### src/rtl/nibble_serial_adder_pkg.sv
// -----------------------------------------------------------------------------
// nibble_serial_adder_pkg
//   Shared definitions for the nibble-serial adder and its 4-bit slice:
//   nibble width, FSM state encoding and a helper that sizes the nibble
//   index register.
// -----------------------------------------------------------------------------
package nibble_serial_adder_pkg;

  localparam int NIBBLE_W = 4;

  typedef enum logic [1:0] {
    S_IDLE = 2'd0,
    S_RUN  = 2'd1,
    S_DONE = 2'd2
  } state_t;

  // Index register width: enough bits to count 0..nibbles-1, never less than 1.
  function automatic int idx_width(input int nibbles);
    return (nibbles > 1) ? $clog2(nibbles) : 1;
  endfunction

endpackage

### src/rtl/Hw_4bitFullAdder.sv
// -----------------------------------------------------------------------------
// Hw_4bitFullAdder
//   Purely combinational 4-bit ripple-carry adder slice.
//   Ports (positional order is part of the interface):
//     sum   out [3:0]  a + b + cin, low 4 bits
//     c_out out        carry out of bit 3
//     a     in  [3:0]  addend
//     b     in  [3:0]  addend
//     cin   in         carry in
// -----------------------------------------------------------------------------
module Hw_4bitFullAdder
  import nibble_serial_adder_pkg::*;
(
  output logic [NIBBLE_W-1:0] sum,
  output logic                c_out,
  input  logic [NIBBLE_W-1:0] a,
  input  logic [NIBBLE_W-1:0] b,
  input  logic                cin
);

  logic [NIBBLE_W:0] w_carry;

  assign w_carry[0] = cin;

  for (genvar gi = 0; gi < NIBBLE_W; gi++) begin : g_bit
    assign sum[gi]         = a[gi] ^ b[gi] ^ w_carry[gi];
    assign w_carry[gi + 1] = (a[gi] & b[gi]) | (w_carry[gi] & (a[gi] ^ b[gi]));
  end

  assign c_out = w_carry[NIBBLE_W];

endmodule

### src/rtl/nibble_serial_adder.sv
// -----------------------------------------------------------------------------
// nibble_serial_adder
//   Multi-cycle WIDTH-bit adder that reuses one 4-bit adder slice, processing
//   one nibble per clock from LSB to MSB with the carry held in a register.
//   Ports:
//     clk        in          clock, rising edge
//     rst        in          synchronous active-high reset
//     in_valid   in          operand pair presented
//     in_ready   out         operands accepted (IDLE only)
//     op_a, op_b in  [W-1:0] addends, captured on accept
//     cin        in          carry-in, captured on accept
//     out_valid  out         result available (DONE only)
//     out_ready  in          consumer takes result
//     sum        out [W-1:0] op_a + op_b + cin, modulo 2^WIDTH
//     c_out      out         carry out of bit WIDTH-1
//     busy       out         high in RUN or DONE
// -----------------------------------------------------------------------------
module nibble_serial_adder
  import nibble_serial_adder_pkg::*;
#(
  parameter int WIDTH = 16
) (
  input  logic             clk,
  input  logic             rst,
  input  logic             in_valid,
  output logic             in_ready,
  input  logic [WIDTH-1:0] op_a,
  input  logic [WIDTH-1:0] op_b,
  input  logic             cin,
  output logic             out_valid,
  input  logic             out_ready,
  output logic [WIDTH-1:0] sum,
  output logic             c_out,
  output logic             busy
);

  localparam int NIBBLES = WIDTH / NIBBLE_W;
  localparam int IDX_W   = idx_width(NIBBLES);
  localparam logic [IDX_W-1:0] LAST_IDX = IDX_W'(NIBBLES - 1);

  if ((WIDTH % NIBBLE_W) != 0 || WIDTH <= 0) begin : g_width_check
    $error("nibble_serial_adder: WIDTH must be a positive multiple of 4");
  end

  // ---------------------------------------------------------------------------
  // State and datapath registers
  // ---------------------------------------------------------------------------
  state_t             r_state;
  state_t             w_state_next;
  logic [IDX_W-1:0]   r_idx;
  logic               r_carry;
  logic               r_cout;
  logic [WIDTH-1:0]   r_a;
  logic [WIDTH-1:0]   r_b;
  logic [NIBBLE_W-1:0] r_sum_nib [NIBBLES];

  // FSM decode
  logic w_accept;
  logic w_run;
  logic w_last;

  // Nibble mux / slice connections
  logic [NIBBLE_W-1:0] w_a_nib [NIBBLES];
  logic [NIBBLE_W-1:0] w_b_nib [NIBBLES];
  logic [NIBBLE_W-1:0] w_slice_a;
  logic [NIBBLE_W-1:0] w_slice_b;
  logic [NIBBLE_W-1:0] w_slice_sum;
  logic                w_slice_cout;
  logic [NIBBLES-1:0]  w_nib_we;

  // ---------------------------------------------------------------------------
  // FSM
  // ---------------------------------------------------------------------------
  always_ff @(posedge clk) begin
    if (rst) begin
      r_state <= S_IDLE;
    end else begin
      r_state <= w_state_next;
    end
  end

  always_comb begin
    w_state_next = r_state;
    w_accept     = 1'b0;
    w_run        = 1'b0;
    w_last       = 1'b0;
    in_ready     = 1'b0;
    out_valid    = 1'b0;
    busy         = 1'b0;
    case (r_state)
      S_IDLE: begin
        in_ready = 1'b1;
        if (in_valid) begin
          w_accept     = 1'b1;
          w_state_next = S_RUN;
        end
      end
      S_RUN: begin
        busy  = 1'b1;
        w_run = 1'b1;
        if (r_idx == LAST_IDX) begin
          w_last       = 1'b1;
          w_state_next = S_DONE;
        end
      end
      S_DONE: begin
        busy      = 1'b1;
        out_valid = 1'b1;
        if (out_ready) begin
          w_state_next = S_IDLE;
        end
      end
      default: begin
        w_state_next = S_IDLE;
      end
    endcase
  end

  // ---------------------------------------------------------------------------
  // Operand latch, carry chain register and nibble index
  // ---------------------------------------------------------------------------
  always_ff @(posedge clk) begin
    if (rst) begin
      r_a     <= '0;
      r_b     <= '0;
      r_carry <= 1'b0;
      r_idx   <= '0;
      r_cout  <= 1'b0;
    end else if (w_accept) begin
      r_a     <= op_a;
      r_b     <= op_b;
      r_carry <= cin;
      r_idx   <= '0;
    end else if (w_run) begin
      r_carry <= w_slice_cout;
      if (w_last) begin
        // Wrap the index rather than letting it run past the last nibble.
        r_cout <= w_slice_cout;
        r_idx  <= '0;
      end else begin
        r_idx <= r_idx + 1'b1;
      end
    end
  end

  // ---------------------------------------------------------------------------
  // Nibble mux on the latched operands, write-enable demux into the sum
  // ---------------------------------------------------------------------------
  for (genvar gi = 0; gi < NIBBLES; gi++) begin : g_nib
    assign w_a_nib[gi]  = r_a[gi*NIBBLE_W +: NIBBLE_W];
    assign w_b_nib[gi]  = r_b[gi*NIBBLE_W +: NIBBLE_W];
    assign w_nib_we[gi] = w_run && (r_idx == IDX_W'(gi));

    // Each nibble only changes on its own RUN cycle, so the previous result
    // stays visible in IDLE and the new one fills in LSB first.
    always_ff @(posedge clk) begin
      if (rst) begin
        r_sum_nib[gi] <= '0;
      end else if (w_nib_we[gi]) begin
        r_sum_nib[gi] <= w_slice_sum;
      end
    end

    assign sum[gi*NIBBLE_W +: NIBBLE_W] = r_sum_nib[gi];
  end

  assign w_slice_a = w_a_nib[r_idx];
  assign w_slice_b = w_b_nib[r_idx];

  Hw_4bitFullAdder u_slice (w_slice_sum, w_slice_cout, w_slice_a, w_slice_b, r_carry);

  assign c_out = r_cout;

endmodule

### config.mk
export PLATFORM = sky130hd
export DESIGN_NAME = nibble_serial_adder
export DESIGN_NICKNAME = d
export VERILOG_FILES = /design/src/rtl/nibble_serial_adder_pkg.sv /design/src/rtl/Hw_4bitFullAdder.sv /design/src/rtl/nibble_serial_adder.sv
export SDC_FILE = /design/constraint.sdc
export NUM_CORES = 1
export LEC_CHECK = 0
export ABC_AREA = 1
export CAP_MARGIN = 20
export CORE_MARGIN = 3
export CORE_UTILIZATION = 45
export CTS_CLUSTER_DIAMETER = 150
export DETAILED_ROUTE_END_ITERATION = 8
export PLACE_DENSITY = 0.73
export SYNTH_ARGS = -nofsm -noshare
export SYNTH_HDL_FRONTEND = slang
export SYNTH_SLANG_ARGS = --single-unit
export TNS_END_PERCENT = 50
### constraint.sdc
create_clock -name clk -period 8.1 [get_ports clk]
set_clock_uncertainty 0.2 [all_clocks]
set_input_delay 1.62 -clock clk [delete_from_list [all_inputs] [get_ports clk]]
set_output_delay 1.62 -clock clk [all_outputs]
set_load 0.005 [all_outputs]
After elaboration in Yosys (flattened, before gate mapping)
Memory sizes are Yosys's and may differ from the RTL's.
Cells that the tools add are included.
Word-level totals
  memories: 1
  input port bits: 37
  memory bits (writable): 16
  flip-flop bits (word level): 38
Operators by class
  reductions and logical operators: 11
  order comparisons: 1
  bitwise gates (word level): 26
  equal/unequal tests: 8
  multiplexer cells: 39
  $add $sub $neg: 1
Memories
  r_sum_nib: depth 4, bits a word 4, rd ports 4, clocked after Yosys merged registers in 0, wr ports 4, line nibble_serial_adder.sv:55  | logic [NIBBLE_W-1:0] r_sum_nib [NIBBLES];
Operators by type and width (count)
  two-way mux 4 bit: 8
  two-way mux 1 bit: 24
  binary-select mux 4 bit (select 2 bit): 2
  AND 1 bit: 8
  two-way mux 2 bit: 4
  bitwise OR 1 bit: 8
  bitwise XOR 1 bit: 8
  equality test 2 bit (second input constant): 3
  != test 2 bit (second input constant): 3
  one-hot mux 2 bit (3 select lines): 1
  AND reduction 3 bit: 2
  equality test 2 x 1 -> 1 bit (second input constant): 2
  logical AND 1 bit: 4
  zero test 2 bit: 2
  OR reduction 2 bit: 2
  greater-or-equal comparator 3 bit (second input constant): 1
  NOT 2 -> 3 bit: 1
  adder 2 x 1 -> 2 bit (second input constant): 1
  nonzero test 2 bit: 1
  NOT 1 bit: 1

Longest topological paths before layout
  depth after elaboration: 15
  gate-level depth with buffers: 14
  mapped depth without buffers: 13

Hierarchy
Synthesis repeated with hierarchy kept, for this count alone.
Unflattened totals
  cells, all modules: 298
  area total of the unflattened synthesis: 2527.4 sq um
Modules (own cells, without submodules)
  nibble_serial_adder: area each 2409.8 sq um, cells an instance 284, sequential area each 1241.2 sq um, times used 1
  Hw_4bitFullAdder: area each 117.6 sq um, cells an instance 14, sequential area each 0.0 sq um, times used 1

Worst setup path after synthesis
No wires, ideal clock.
  path type: register -> register
  start point: reg r_idx[1]
  end point: mem r_sum_nib[0][3] (data pin)
  data arrival time: 2.480 ns
  cell stages (with the launch flop): 13
  setup slack: 5.280 ns
  cell sequence: dfxtp_1 -> buf_2 -> clkinv_1 -> o21ai_0 -> o22ai_1 -> fa_1 -> inv_1 -> fa_1 -> inv_1 -> fa_1 -> inv_1 -> fa_1 -> nor2_1
RTL lines
  from (decl): line nibble_serial_adder.sv:50  | logic [IDX_W-1:0] r_idx;
  from (signal assigned): line nibble_serial_adder.sv:141  | r_idx <= r_idx + 1'b1;
  to (decl): line nibble_serial_adder.sv:55

Final worst setup path
  start point: in in_valid
  end point: reg r_carry
On the way
  word-level cells in the longest chain between the ends: 3
  elaborated cells between the ends (all ways): 4
  those cells by class: mux: 3; reduce/logical: 1
RTL lines
  from (decl): line nibble_serial_adder.sv:25  | input logic in_valid,
  two-way mux 1 bit *: line nibble_serial_adder.sv:93  | if (in_valid) begin
  two-way mux 1 bit *: line nibble_serial_adder.sv:90  | case (r_state)
  two-way mux 1 bit / nonzero test 2 bit (equally long branches)
  to (signal assigned): line nibble_serial_adder.sv:132  | r_carry <= cin;
  to (signal assigned): line nibble_serial_adder.sv:135  | r_carry <= w_slice_cout;
  to (decl): line nibble_serial_adder.sv:51  | logic r_carry;
Mark *: on every way between the ends. The rest lies on a longest branch, timed or not.
A chain may end at the register's enable or synchronous reset.

==> impl_metrics.toml <==
[global_routing]
grt_pass1_wl_um = 7838
grtUsageTotal = 0.1563
grt_pass1_vias = 1774
antenna_found_initial = 0
grt_max_degree = 45
globalRouteOverflowTotal = 0

[drt]
drc_errors = 0
num_vias = 1915
vias_per_cell = 4.671
drt_iter0_markers = 100
wl_per_cell_um = 11.09
wl_um = 4548
dr.pass1.iters = 4
ant_nets = 0

[sta]
fmax_ghz = 0.2963
maxSlewViolCount = 0
hold_slack_ns = 0.2598
hold_viol = 0
setup_viol = 0
fin_setup_tns_ns = 0
worstMarginPinSlew_ns = 0.8590
slew_headroom = 0.4253
period_share = 0.4167
rsz0062_at_grt = "no"
fin_crit_ns = 3.375

[power]
intPower_w = 0.0005707
leakagePower_nw = 1.251
seqPwrFrac = 0.406
p_clk_frac = 0.188
switching_share = 0.3745
ir_drop_uv = 112.4
p_comb_frac = 0.407
power_switching_w = 0.0003417
power_density_mw_per_mm2 = 289.4

[placement]
hpwl_um = 3276
gp_congestion = 0.8124
port_buffers = 56

[synthesis]
yosysUniqueCellTypes = 23
yosys.area.top_type = "dfxtp_1"
syn_area_per_cell_sq_um = 8.672
netlist_area_sq_mm = 0.002524
synth_top_area_frac = 0.3014
ys_seq_area_frac = 0.4918
syn-num-nets = 340
synthTopCellsByArea = "dfxtp_1 30%, edfxtp_1 19%, nor2_1 14%"
yosys_warnings = 0
ys_ff_latch = 54
syn_inst = 291

[setup_path]
cp_top_family = "buffers and inverters"
crit_buf_inv = 2
critPathLaunchType = "input pin"
critPathSlowestCell = "inv_2"
arrival_ns = 3.42
crit_type = "input pin to flop"
worstPathMaxFanout = 38
end_kind = "flop"
critPathRequiredTime_ns = 8.14
crit_chain = "clkdlybuf4s50_1, nand2_2, inv_2, nand3_1, o21ai_1"
cpPeakStageDelay_ns = 0.60

[clocking]
post_cts_resized = 0
htreeDepth = 2
clock_path_buffers = 2
cts_setup_buffers = 0
path_clk_slew_ns = 0.10
root_buffer = "clkbuf_8"
clock_latency_ns = 0.31
cts_tree = "yes"
cts_hold_buf = 0
cts_made_buffers = 5
clock-sinks = 54

[floorplanning]
die_x_um = 80.89
ios = 57
start_util = 0.4789
core_sq_mm = 0.005270
row_count = 26
dieArea_sq_mm = 0.006542
die_h_um = 80.89

[final_layout]
multi_input_area_sq_mm = 0.001074
final_cell_mix = "93 x nor2_1, 56 x clkdlybuf4s50_1, 38 x dfxtp_1, 24 x nand2_1, 20 x o21ai_0"
areaGrowthSynthToFinish_pct = 24.94
final_common_cell = "nor2_1"
drive_gt1_frac = 0.09412
fillerInstances = 495
antenna_cells = 0
fin_nets = 388
regArea_sq_mm = 0.001241

[run]
drv_cap = 0

[hold_path]
hold_class = "flop to flop"

[outcome]
status = "complete, no violations"
[per-layer routing]
metal  vias to the layer above  wire [um]  GRT usage
met5                         -          0          0
met4                         0         48    0.05912
met3                         4        286    0.04878
met2                        56       2087     0.2537
met1                       819       2125     0.1947
li1                       1036          -          -
[power by group through the flow]
stage	combinational, W	clock (W)	sequential (W)
2_1_floorplan	0.000290	0	0.000373
3_3_place_gp	0.000367	0	0.000375
3_5_place_dp	0.000375	0	0.000377
4_1_cts	0.000375	0.000175	0.000370
5_1_grt	0.000426	0.000188	0.000378
6_report	0.000371	0.000171	0.000370
[layout make-up]
class | instances | share of cell area
flip-flops and latches | 54 | 0.3937
clock inverters | 2 | 0.005556
inverters | 19 | 0.02262
well taps | 70 | 0.02778
multi-input cells | 202 | 0.3405
clock buffers | 6 | 0.02976
repair buffers | 57 | 0.1802
[flip-flops by register name (all words and copies together), names as in the netlist]
signal     count
r_state        2
c_out          1
r_carry        1
r_b           16
r_a           16
r_idx          2
r_sum_nib     16
[path summary, 6_finish.rpt]
| check | startpoint | to | slack [ns] | depth (start not counted) |
|---|---|---|---|---|
| max | in_valid | r_carry | 4.72 | 5 |
| min | r_b[3] | r_b[3] | 0.26 | 2 |
| max reg2reg | r_idx[1] | r_sum_nib[3][3] | 4.74 | 11 |
| min reg2reg | r_b[3] | r_b[3] | 0.26 | 2 |
[cell usage after synthesis, drive strengths merged]
cell    number
o22ai        4
mux2i        1
a211oi       1
nand3b       1
buf         16
inv         18
ha           8
fa           4
edfxtp      16
a21oi       10
nand2       25
nor2        93
o21ai       50
dfxtp       38
clkinv       1
nand3        5
[through the flow]
| step | total power (W) | cell area (sq um) | worst slack [ns] | std cells | utilization |
|---|---|---|---|---|---|
| after floorplan | 0.0006631 | 2524 | 5.280 | 291 | - |
| after global placement | 0.0007420 | 3042 | 4.432 | 402 | 0.5772 |
| after global routing | 0.0009910 | 3153 | 4.470 | 410 | 0.5983 |
| final | 0.0009124 | 3153 | 4.725 | 410 | 0.5983 |
| after detailed placement | 0.0007512 | 3042 | 4.380 | 402 | 0.5772 |
| after CTS | 0.0009205 | 3153 | 4.706 | 410 | 0.5983 |
[kinds of logic after synthesis]
group | synth area share
fa+ha+maj | 0.07140
compound gates | 0.1606
mux | 0.003966
flops | 0.4918
simple gates | 0.1894
buf+inv | 0.08279
[worst min-delay path: cells and delay by family (launching register included)]
kind | cells | cell delay, ns
DFF | 1 | 0.31
AOI/OAI and AO/OA | 1 | 0.05
buffers and inverters | 1 | 0.06
No activity file was read; power rests on OpenSTA's default activity.
